===== src/rtl/ram_burst_pkg.sv =====
// ram_burst_pkg
// Shared definitions for the RAM burst initiator: FSM state encoding and
// default geometry of the attached single-port RAM (128 x 32).
package ram_burst_pkg;

    localparam int DATA_WIDTH_DEF = 32;
    localparam int ADDR_WIDTH_DEF = 7;

    typedef enum logic [1:0] {
        IDLE  = 2'd0,
        WRITE = 2'd1,
        READ  = 2'd2,
        DONE  = 2'd3
    } state_t;

endpackage


===== src/rtl/ram_burst_addr_gen.sv =====
// ram_burst_addr_gen
// Address pointer and beat counter for one burst.
// Ports:
//   clk, rst     clock, asynchronous active-high reset
//   load         capture load_addr/load_len (command accepted)
//   advance      one beat transferred: ptr+1 (wraps), remaining-1
//   load_addr    burst start address
//   load_len     burst beat count, 0..2**Addr_width
//   ptr          current RAM address
//   last         remaining == 1, i.e. the current beat is the final one
module ram_burst_addr_gen
    import ram_burst_pkg::*;
#(
    parameter int Addr_width = ADDR_WIDTH_DEF
) (
    input  logic                  clk,
    input  logic                  rst,
    input  logic                  load,
    input  logic                  advance,
    input  logic [Addr_width-1:0] load_addr,
    input  logic [Addr_width:0]   load_len,
    output logic [Addr_width-1:0] ptr,
    output logic                  last
);

    logic [Addr_width:0] remaining;

    always_ff @(posedge clk or posedge rst) begin
        if (rst) begin
            ptr       <= '0;
            remaining <= '0;
        end else if (load) begin
            ptr       <= load_addr;
            remaining <= load_len;
        end else if (advance) begin
            // ptr has exactly Addr_width bits, so the increment wraps naturally
            ptr       <= ptr + 1'b1;
            remaining <= remaining - 1'b1;
        end
    end

    assign last = (remaining == (Addr_width+1)'(1));

endmodule


===== src/rtl/ram_burst_master.sv =====
// ram_burst_master
// Initiator for a single-port RAM (sync write, combinational read). Accepts
// burst commands over valid/ready; write bursts stream wr_* beats into the
// RAM, read bursts stream RAM words out on rd_* with backpressure.
// Ports:
//   clk, rst                        clock, asynchronous active-high reset
//   cmd_valid/cmd_ready             command handshake
//   cmd_write, cmd_addr, cmd_len    direction, start address, beat count
//   wr_valid/wr_ready, wr_data      write-data stream
//   rd_valid/rd_ready, rd_data      read-data stream
//   busy, done                      burst in progress, one-cycle completion pulse
//   ram_we, ram_address, ram_d      RAM control (sole driver)
//   ram_q                           RAM read data
module ram_burst_master
    import ram_burst_pkg::*;
#(
    parameter int Data_width = DATA_WIDTH_DEF,
    parameter int Addr_width = ADDR_WIDTH_DEF
) (
    input  logic                  clk,
    input  logic                  rst,
    input  logic                  cmd_valid,
    output logic                  cmd_ready,
    input  logic                  cmd_write,
    input  logic [Addr_width-1:0] cmd_addr,
    input  logic [Addr_width:0]   cmd_len,
    input  logic                  wr_valid,
    output logic                  wr_ready,
    input  logic [Data_width-1:0] wr_data,
    output logic                  rd_valid,
    input  logic                  rd_ready,
    output logic [Data_width-1:0] rd_data,
    output logic                  busy,
    output logic                  done,
    output logic                  ram_we,
    output logic [Addr_width-1:0] ram_address,
    output logic [Data_width-1:0] ram_d,
    input  logic [Data_width-1:0] ram_q
);

    state_t                state, state_nxt;
    logic                  load, advance, last;
    logic [Addr_width-1:0] ptr;

    ram_burst_addr_gen #(.Addr_width(Addr_width)) u_addr_gen (
        .clk       (clk),
        .rst       (rst),
        .load      (load),
        .advance   (advance),
        .load_addr (cmd_addr),
        .load_len  (cmd_len),
        .ptr       (ptr),
        .last      (last)
    );

    always_ff @(posedge clk or posedge rst) begin
        if (rst) state <= IDLE;
        else     state <= state_nxt;
    end

    always_comb begin
        state_nxt = state;
        unique case (state)
            IDLE: begin
                if (cmd_valid) begin
                    if (cmd_len == '0) state_nxt = DONE;
                    else if (cmd_write) state_nxt = WRITE;
                    else state_nxt = READ;
                end
            end
            WRITE: if (wr_valid && last) state_nxt = DONE;
            READ:  if (rd_ready && last) state_nxt = DONE;
            DONE:  state_nxt = IDLE;
            default: state_nxt = IDLE;
        endcase
    end

    always_comb begin
        // cmd_ready is gated by rst so no command looks accepted while reset is held
        cmd_ready = (state == IDLE) && !rst;
        wr_ready  = (state == WRITE);
        rd_valid  = (state == READ);
        ram_we    = (state == WRITE) && wr_valid;
        done      = (state == DONE);
        busy      = (state != IDLE);
        load      = cmd_ready && cmd_valid;
        advance   = ((state == WRITE) && wr_valid) || ((state == READ) && rd_ready);
    end

    assign ram_address = ptr;
    assign ram_d       = wr_data;
    assign rd_data     = ram_q;

endmodule


===== config.mk =====
export PLATFORM = sky130hd
export DESIGN_NAME = ram_burst_master
export DESIGN_NICKNAME = d
export VERILOG_FILES = /design/src/rtl/ram_burst_pkg.sv /design/src/rtl/ram_burst_addr_gen.sv /design/src/rtl/ram_burst_master.sv
export SDC_FILE = /design/constraint.sdc
export NUM_CORES = 1
export LEC_CHECK = 0
export BUFFER_PORTS_ARGS = -buffer_cell sky130_fd_sc_hd__buf_2
export CAP_MARGIN = 25
export CORE_MARGIN = 8
export CORE_UTILIZATION = 36
export DETAILED_ROUTE_END_ITERATION = 10
export GPL_TIMING_DRIVEN = 0
export PLACE_DENSITY = 0.82
export REMOVE_ABC_BUFFERS = 1
export SETUP_SLACK_MARGIN = 0.4
export SLEW_MARGIN = 40
export SYNTH_ARGS = -nofsm -noshare
export SYNTH_HDL_FRONTEND = slang
export SYNTH_HIERARCHICAL = 1
export SYNTH_SLANG_ARGS = --single-unit

===== constraint.sdc =====
create_clock -name clk -period 2.8 [get_ports clk]
set_clock_uncertainty 0.2 [all_clocks]
set_input_delay 0.7 -clock clk [delete_from_list [all_inputs] [get_ports clk]]
set_output_delay 0.7 -clock clk [all_outputs]
set_load 0.03 [all_outputs]

==> results of run 1 <==
## power by group
group / leakage, nW / internal (W) / switching (W)
registers: 0.205 / 0.000372 / 0.000139
clock network: 0.0228 / 0.000101 / 0.0000858
logic: 0.387 / 0.000353 / 0.000511
total: 0.614 / 0.000827 / 0.000736
## cell families (layout without fill, tap and decap cells)
logic type,after synthesis,after routing,synth area share [%]
fa+ha+maj,7,7,5.645
mux,1,1,0.6452
flops,17,17,27.42
buf+inv,76,47,34.03
compound gates,26,26,11.37
xor+xnor,7,7,3.952
simple gates,47,47,16.94
## final cells by class
| class | instances | area (µm²) |
|---|---|---|
| multi-input cells | 88 | 628.1 |
| inverters | 8 | 30.03 |
| well taps | 52 | 65.06 |
| flip-flops and latches | 17 | 425.4 |
| clock buffers | 4 | 45.04 |
| fillers | 462 | 2890 |
| repair buffers | 35 | 180.2 |
## registers in the layout (all words and copies together), names as in the netlist
| register | cells |
|---|---|
| state | 2 |
| u_addr_gen/remaining | 8 |
| u_addr_gen/ptr | 7 |
## stage by stage
step | std cells | hold WS, ns | area, µm²
floorplan | 113 | 0.2465 | 1054
global placement | 198 | 0.3333 | 1284
detailed placement | 198 | 0.3517 | 1284
CTS | 202 | 0.1114 | 1343
global route | 204 | 0.1205 | 1374
finish | 204 | 0.1117 | 1374
## placed cells by master, fill, tap and decap left out, types with 3 or more instances in the layout
cell / Yosys / layout
o211ai_1: 3 / 3
dfrtp_1: 17 / 17
xnor2_1: 3 / 3
nor2_1: 5 / 5
nand3_1: 5 / 5
o21ai_0: 11 / 11
or4_1: 5 / 5
a31oi_1: 3 / 3
clkbuf_8: 0 / 3
nand2_1: 17 / 17
buf_2: 2 / 33
inv_1: 7 / 7
ha_1: 7 / 7
xor2_1: 4 / 4
## per-layer routing
| layer | wire [µm] | vias up | GRT usage, % |
|---|---|---|---|
| li1 | - | 487 | - |
| met1 | 1745 | 511 | 15.28 |
| met2 | 2943 | 130 | 29.51 |
| met3 | 2684 | 3 | 36.11 |
| met4 | 21 | 0 | 2.632 |
| met5 | 0 | - | 0 |
## worst max-delay path by stage
stage / cells after the start / to / start
6_report: 5 / cmd_ready / state[0]
5_1_grt: 5 / cmd_ready / state[0]
4_1_cts: 5 / state[1] / u_addr_gen/remaining[4]
3_5_place_dp: 6 / u_addr_gen/remaining[7] / wr_valid
3_3_place_gp: 6 / u_addr_gen/remaining[7] / wr_valid
2_1_floorplan: 7 / u_addr_gen/remaining[7] / state[1]
## what timing repair did
item	in CTS	in global routing
setup buffers	0	2
cloned	0	0
endpoints found under the setup margin	5	3
resized for setup	3	3
==> impl_results.md, run 1 <==
- Status: finished, final reports clean
- Slew Limit Fails: 0
- Final worst setup slack: 0.4846 ns
- Crit path arrival time: 1.42 ns
- Async SR Flop Fraction: 100.0%
- DR vias/cell: 5.544
- Setup Slack @ Placement: 0.1991 ns
- Clk slew on worst S/H paths: 0.07 ns
- CTS Sinks: 17
- CP delay by family, top: flip-flops
- Reg-to-reg slack, setup: 0.54 ns
- Max-cap violations: 0
- Register-to-Register Path Depth: 5
- Tcrit/Tclk final: 82.69%
- Detailed-route via count: 1131
- Post-DP HPWL: 6641 µm
- WS Path Type: register to primary output
- Pin count of the biggest net entering global routing: 26
- Min-delay worst type: primary input to async pin
- Total Routing Usage GR: 21.56%
- Most frequent CP cell: inv_1
- Leakage: 0.6140 nW
- FF-to-FF Start: u_addr_gen/remaining[4]
- WL final: 7395 µm
- CP required: 1.90 ns
- Initial antenna violation count: 0
- CTS root buf: clkbuf_8
- Starting DRT DRC Count: 28
- Avg Cell Area, Syn: 8.572 µm²
- Startpoint class of the critical path: register
- CP Capture Type: primary output
- First-pass GRT wire length: 9494 µm
- Port Buffers: 33
- Yosys top cell area share: 30.97%
- Max FO, Critical Path: 5
- Initial Utilization: 36.38%
- Worst reg2reg path endpoint: state[1]
- Wire per inst: 36.25 µm
- Layout area overhead: -11.45%
- Setup violators final: 0
- Most common cell in the netlist: buf_4
- Die H: 81.65 µm
- Fmax: 431.9 MHz
- Core Area: 4264 µm²
- Overall power: 0.001562 W
- Top cells by count, synth: buf_4 (64), dfrtp_1 (17), nand2_1 (17), o21ai_0 (11)
- Ordered cell list for the critical path: inv_1 -> ha_1 -> inv_1 -> nor2_1 -> buf_2
- DRC Markers: 0
- Power per Cell Area: 1137 nW/µm²
- Final Hold Vio Count: 0
- Overflow after GRT: 0
- Tmin final: 2.315 ns
- Rows: 24
- CTS buffer count: 3
- Die width: 81.65 µm
- Post-synth EDFFs: 0
- Relative slew margins: 60.35%
- Vias in the first global route: 1135
- Synthesis-stage register bit count: 17
- Ys flop type: dfrtp_1
- Total I/O pin count: 162
- Synth area leaders: buf_4 (31%), dfrtp_1 (27%), ha_1 (5.6%), nand2_1 (4.1%), o21ai_0 (3.5%)
- Final Wtd Congestion: 0.8376
- Post-CTS Hold Buffers: 0
- Count of cell types in the netlist: 35
- Clock latency on the worst-skew pair: 0.26 ns
- DRT Pass-1 Iters: 4
- Seq/Total Area, Yosys: 27.42%
- Actual slew at the worst max-slew pin: 0.5941 ns
- Die area: 6667 µm²
- Layout cells sized above 1: 32.24%
- Max incr delay on CP: 0.44 ns
- CTS tree: built
- Number of diodes: 0
- Core Util, Final: 32.22%
- CTS HTree Levels: 1
- CP max-delay cell: dfrtp_1
- Worst Path Buf+Inv: 3
- RSZ-0062 raised after global routing: false
- Cell Area, Synth: 1551 µm²
- CTS Buffer Depth: 2
- Mapped Cells: 181
- Antenna viol nets, final: 0
- Number of synthesis warnings: 6
- Setup_tns: 0 ns
- VDD IR max: 0.4859 mV
- Layout Nets: 245
- Dominant cell type by area after synthesis: buf_4
(Power assumes the default switching activity.)
==> run 2: changes to the inputs <==
==> constraint.sdc (replaced) <==
create_clock -name clk -period 2.4 [get_ports clk]
set_clock_uncertainty 0.2 [all_clocks]
set_input_delay 0.6 -clock clk [delete_from_list [all_inputs] [get_ports clk]]
set_output_delay 0.6 -clock clk [all_outputs]
set_load 0.03 [all_outputs]
==> run 2 against run 1 <==
Sequential share of layout area is 3.9 points lower. Setup slack worse by 0.18 ns. Die area is the same. First-iteration DRC count increased by 75%. Sequential cell count is the same. Utilization up 4.8 points. Clock-buffer cell count unchanged. Worst hold slack got worse by 0.055 ns. Wire length rose by 3.5%. Critical path depth rose by 2. Total power rose by 37%. Clock power up 18%. Largest power group unchanged.
==> impl_results.md, run 2 (synthesized netlist as in run 1, its figures left out) <==
- Reg-to-reg slack, setup: 0.31 ns (-0.23 ns)
- Top flop regs: u_addr_gen/remaining: 8 flops, u_addr_gen/ptr: 7 flops, state: 2 flops
- CTS Buffer Depth: 2 (unchanged)
- WL final: 7656 µm (+3.5%)
- Status: finished, final reports clean
- Rows: 24 (unchanged)
- DR vias/cell: 5.594 (+0.91%)
- CTS tree: built
- Wire per inst: 35.28 µm (-2.7%)
- Final Wtd Congestion: 0.8376 (unchanged)
- CP Capture Type: register
- Tmin final: 2.094 ns
- Layout Nets: 258 (+5.3%)
- Core Area: 4264 µm² (unchanged)
- Starting DRT DRC Count: 49 (+75%)
- Max-cap violations: 0 (unchanged)
- Global route hottest layer: met3
- Min-delay worst type: primary input to async pin
- Layout cells sized above 1: 45.45% (+13 points)
- CTS buffer count: 3 (unchanged)
- Most frequent cells in the layout: buf_2 (28), nand2_1 (16), dfrtp_1 (16)
- Power per Cell Area: 1356 nW/µm² (+19%)
- Global routing usage on met1: 15.60% (+0.32 points)
- Vias in the first global route: 1254 (+10%)
- Actual slew at the worst max-slew pin: 0.5982 ns (+0.004116 ns)
- Fmax: 477.6 MHz
- VDD IR max: 0.7288 mV (+50%)
- Register Area: 426.7 µm² (+0.29%)
- CTS Sinks: 17 (unchanged)
- First-pass GRT wire length: 9984 µm (+5.2%)
- Multi-input logic area: 699.4 µm² (+11%)
- Pin count of the biggest net entering global routing: 26 (unchanged)
- Layout area overhead: 1.774%
- Initial Utilization: 36.38% (unchanged)
- Final Hold Vio Count: 0 (unchanged)
- Port Buffers: 33 (unchanged)
- Worst reg2reg path endpoint: u_addr_gen/remaining[7]
- Total Routing Usage GR: 22.40% (+0.84 points)
- RSZ-0062 raised after global routing: true
- Setup Slack @ Placement: -0.1392 ns (-0.3382 ns)
- Dpl cell area: 1284 µm² (unchanged)
- Clk slew on worst S/H paths: 0.07 ns (about the same)
- Antenna viol nets, final: 0 (unchanged)
- Final instance area: 1579 µm² (+15%)
- Post-CTS Hold Buffers: 0 (unchanged)
- Tcrit/Tclk final: 87.24%
- Number of diodes: 0 (unchanged)
- Largest Register: u_addr_gen/remaining
- Leakage: 0.6851 nW (+12%)
- Die H: 81.65 µm (unchanged)
- Slew Limit Fails: 0 (unchanged)
- Total I/O pin count: 162 (unchanged)
- CTS root buf: clkbuf_8
- DRT Pass-1 Iters: 4 (unchanged)
- FF-to-FF Start: state[1]
- Max FFs per register: 8 (unchanged)
- Startpoint class of the critical path: register
- Final worst setup slack: 0.3063 ns (-0.1783 ns)
- Relative slew margins: 60.08% (-0.27 points)
- WS Path Type: register to register
- Detailed-route via count: 1214 (+7.3%)
- CTS HTree Levels: 1 (unchanged)
- Register-to-Register Path Depth: 7 (+2)
- CP required: 2.38 ns (+0.48 ns)
- Die width: 81.65 µm (unchanged)
- Die area: 6667 µm² (unchanged)
- Met2 Use GR: 31.74% (+2.2 points)
- Initial antenna violation count: 0 (unchanged)
- Crit path arrival time: 2.08 ns (+0.66 ns)
- WHS: 0.05695 ns (-0.05478 ns)
- Clock latency on the worst-skew pair: 0.25 ns (about the same)
- Post-DP HPWL: 6641 µm (unchanged)
- Met3 usage: 36.54% (+0.44 points)
- DRC Markers: 0 (unchanged)
- Setup violators final: 0 (unchanged)
- Overflow after GRT: 0 (unchanged)
- Commonest non-fill, non-tap cell in the layout: buf_2
- Max FO, Critical Path: 5 (unchanged)
- Fill count: 435 (-5.8%)
-- run 2: worst max path at each step --
stage               slack [ns]                 endpoint  depth (start not counted)                     from
floorplan                -0.37  u_addr_gen/remaining[7]                          7                 state[1]
global placement         -0.07  u_addr_gen/remaining[7]                          6                 wr_valid
detailed placement       -0.14                 state[1]                          5  u_addr_gen/remaining[4]
CTS                       0.30                 state[1]                          5  u_addr_gen/remaining[3]
global route              0.22                 state[1]                          5  u_addr_gen/remaining[3]
finish                    0.31  u_addr_gen/remaining[7]                          7                 state[1]
-- run 2: power breakdown --
part | total [W] | switching [W] | internal [W]
sequential | 0.000585 | 0.000149 | 0.000436
clock | 0.000220 | 0.000102 | 0.000118
combinational | 0.00134 | 0.000703 | 0.000632
-- run 2: layer usage --
layer	up-vias	share of wire [%]
met5	-	0
met4	0	0.27
met3	3	35
met2	130	41
met1	559	23
li1	522	-
-- run 2: worst max-delay path, cell delays in order (launching register included) --
cell	delay [ns]
dfrtp_1	0.40
inv_2	0.09
ha_4	0.13
and2_4	0.15
a21o_4	0.10
or3b_4	0.39
or4_1	0.40
a31oi_1	0.16
-- run 2: per-stage QoR --
stage,total power (W),util (%),instances,TNS (ns)
after floorplan,0.001278,-,113,-1.163
after global placement,0.001487,30.11,198,-0.1583
after detailed placement,0.001530,30.11,198,-0.4096
final,0.002140,37.03,217,0
after global routing,0.002297,37.03,217,0
after CTS,0.002008,35.12,214,0
-- run 2: cell type report --
type                            instances  share of cell area, %
Clock buffer                            4                  2.853
Inverter                                8                  2.139
Multi-Input combinational cell         89                  44.29
Sequential cell                        17                  27.02
Tap cell                               52                  4.120
Timing Repair Buffer                   47                  19.57
-- run 2: what timing repair did --
item                                    CTS  global route
cloned                                    0             1
endpoints found under the setup margin   14            15
resized for setup                        25            17
buffers inserted                         12             2
pin swaps                                12             5
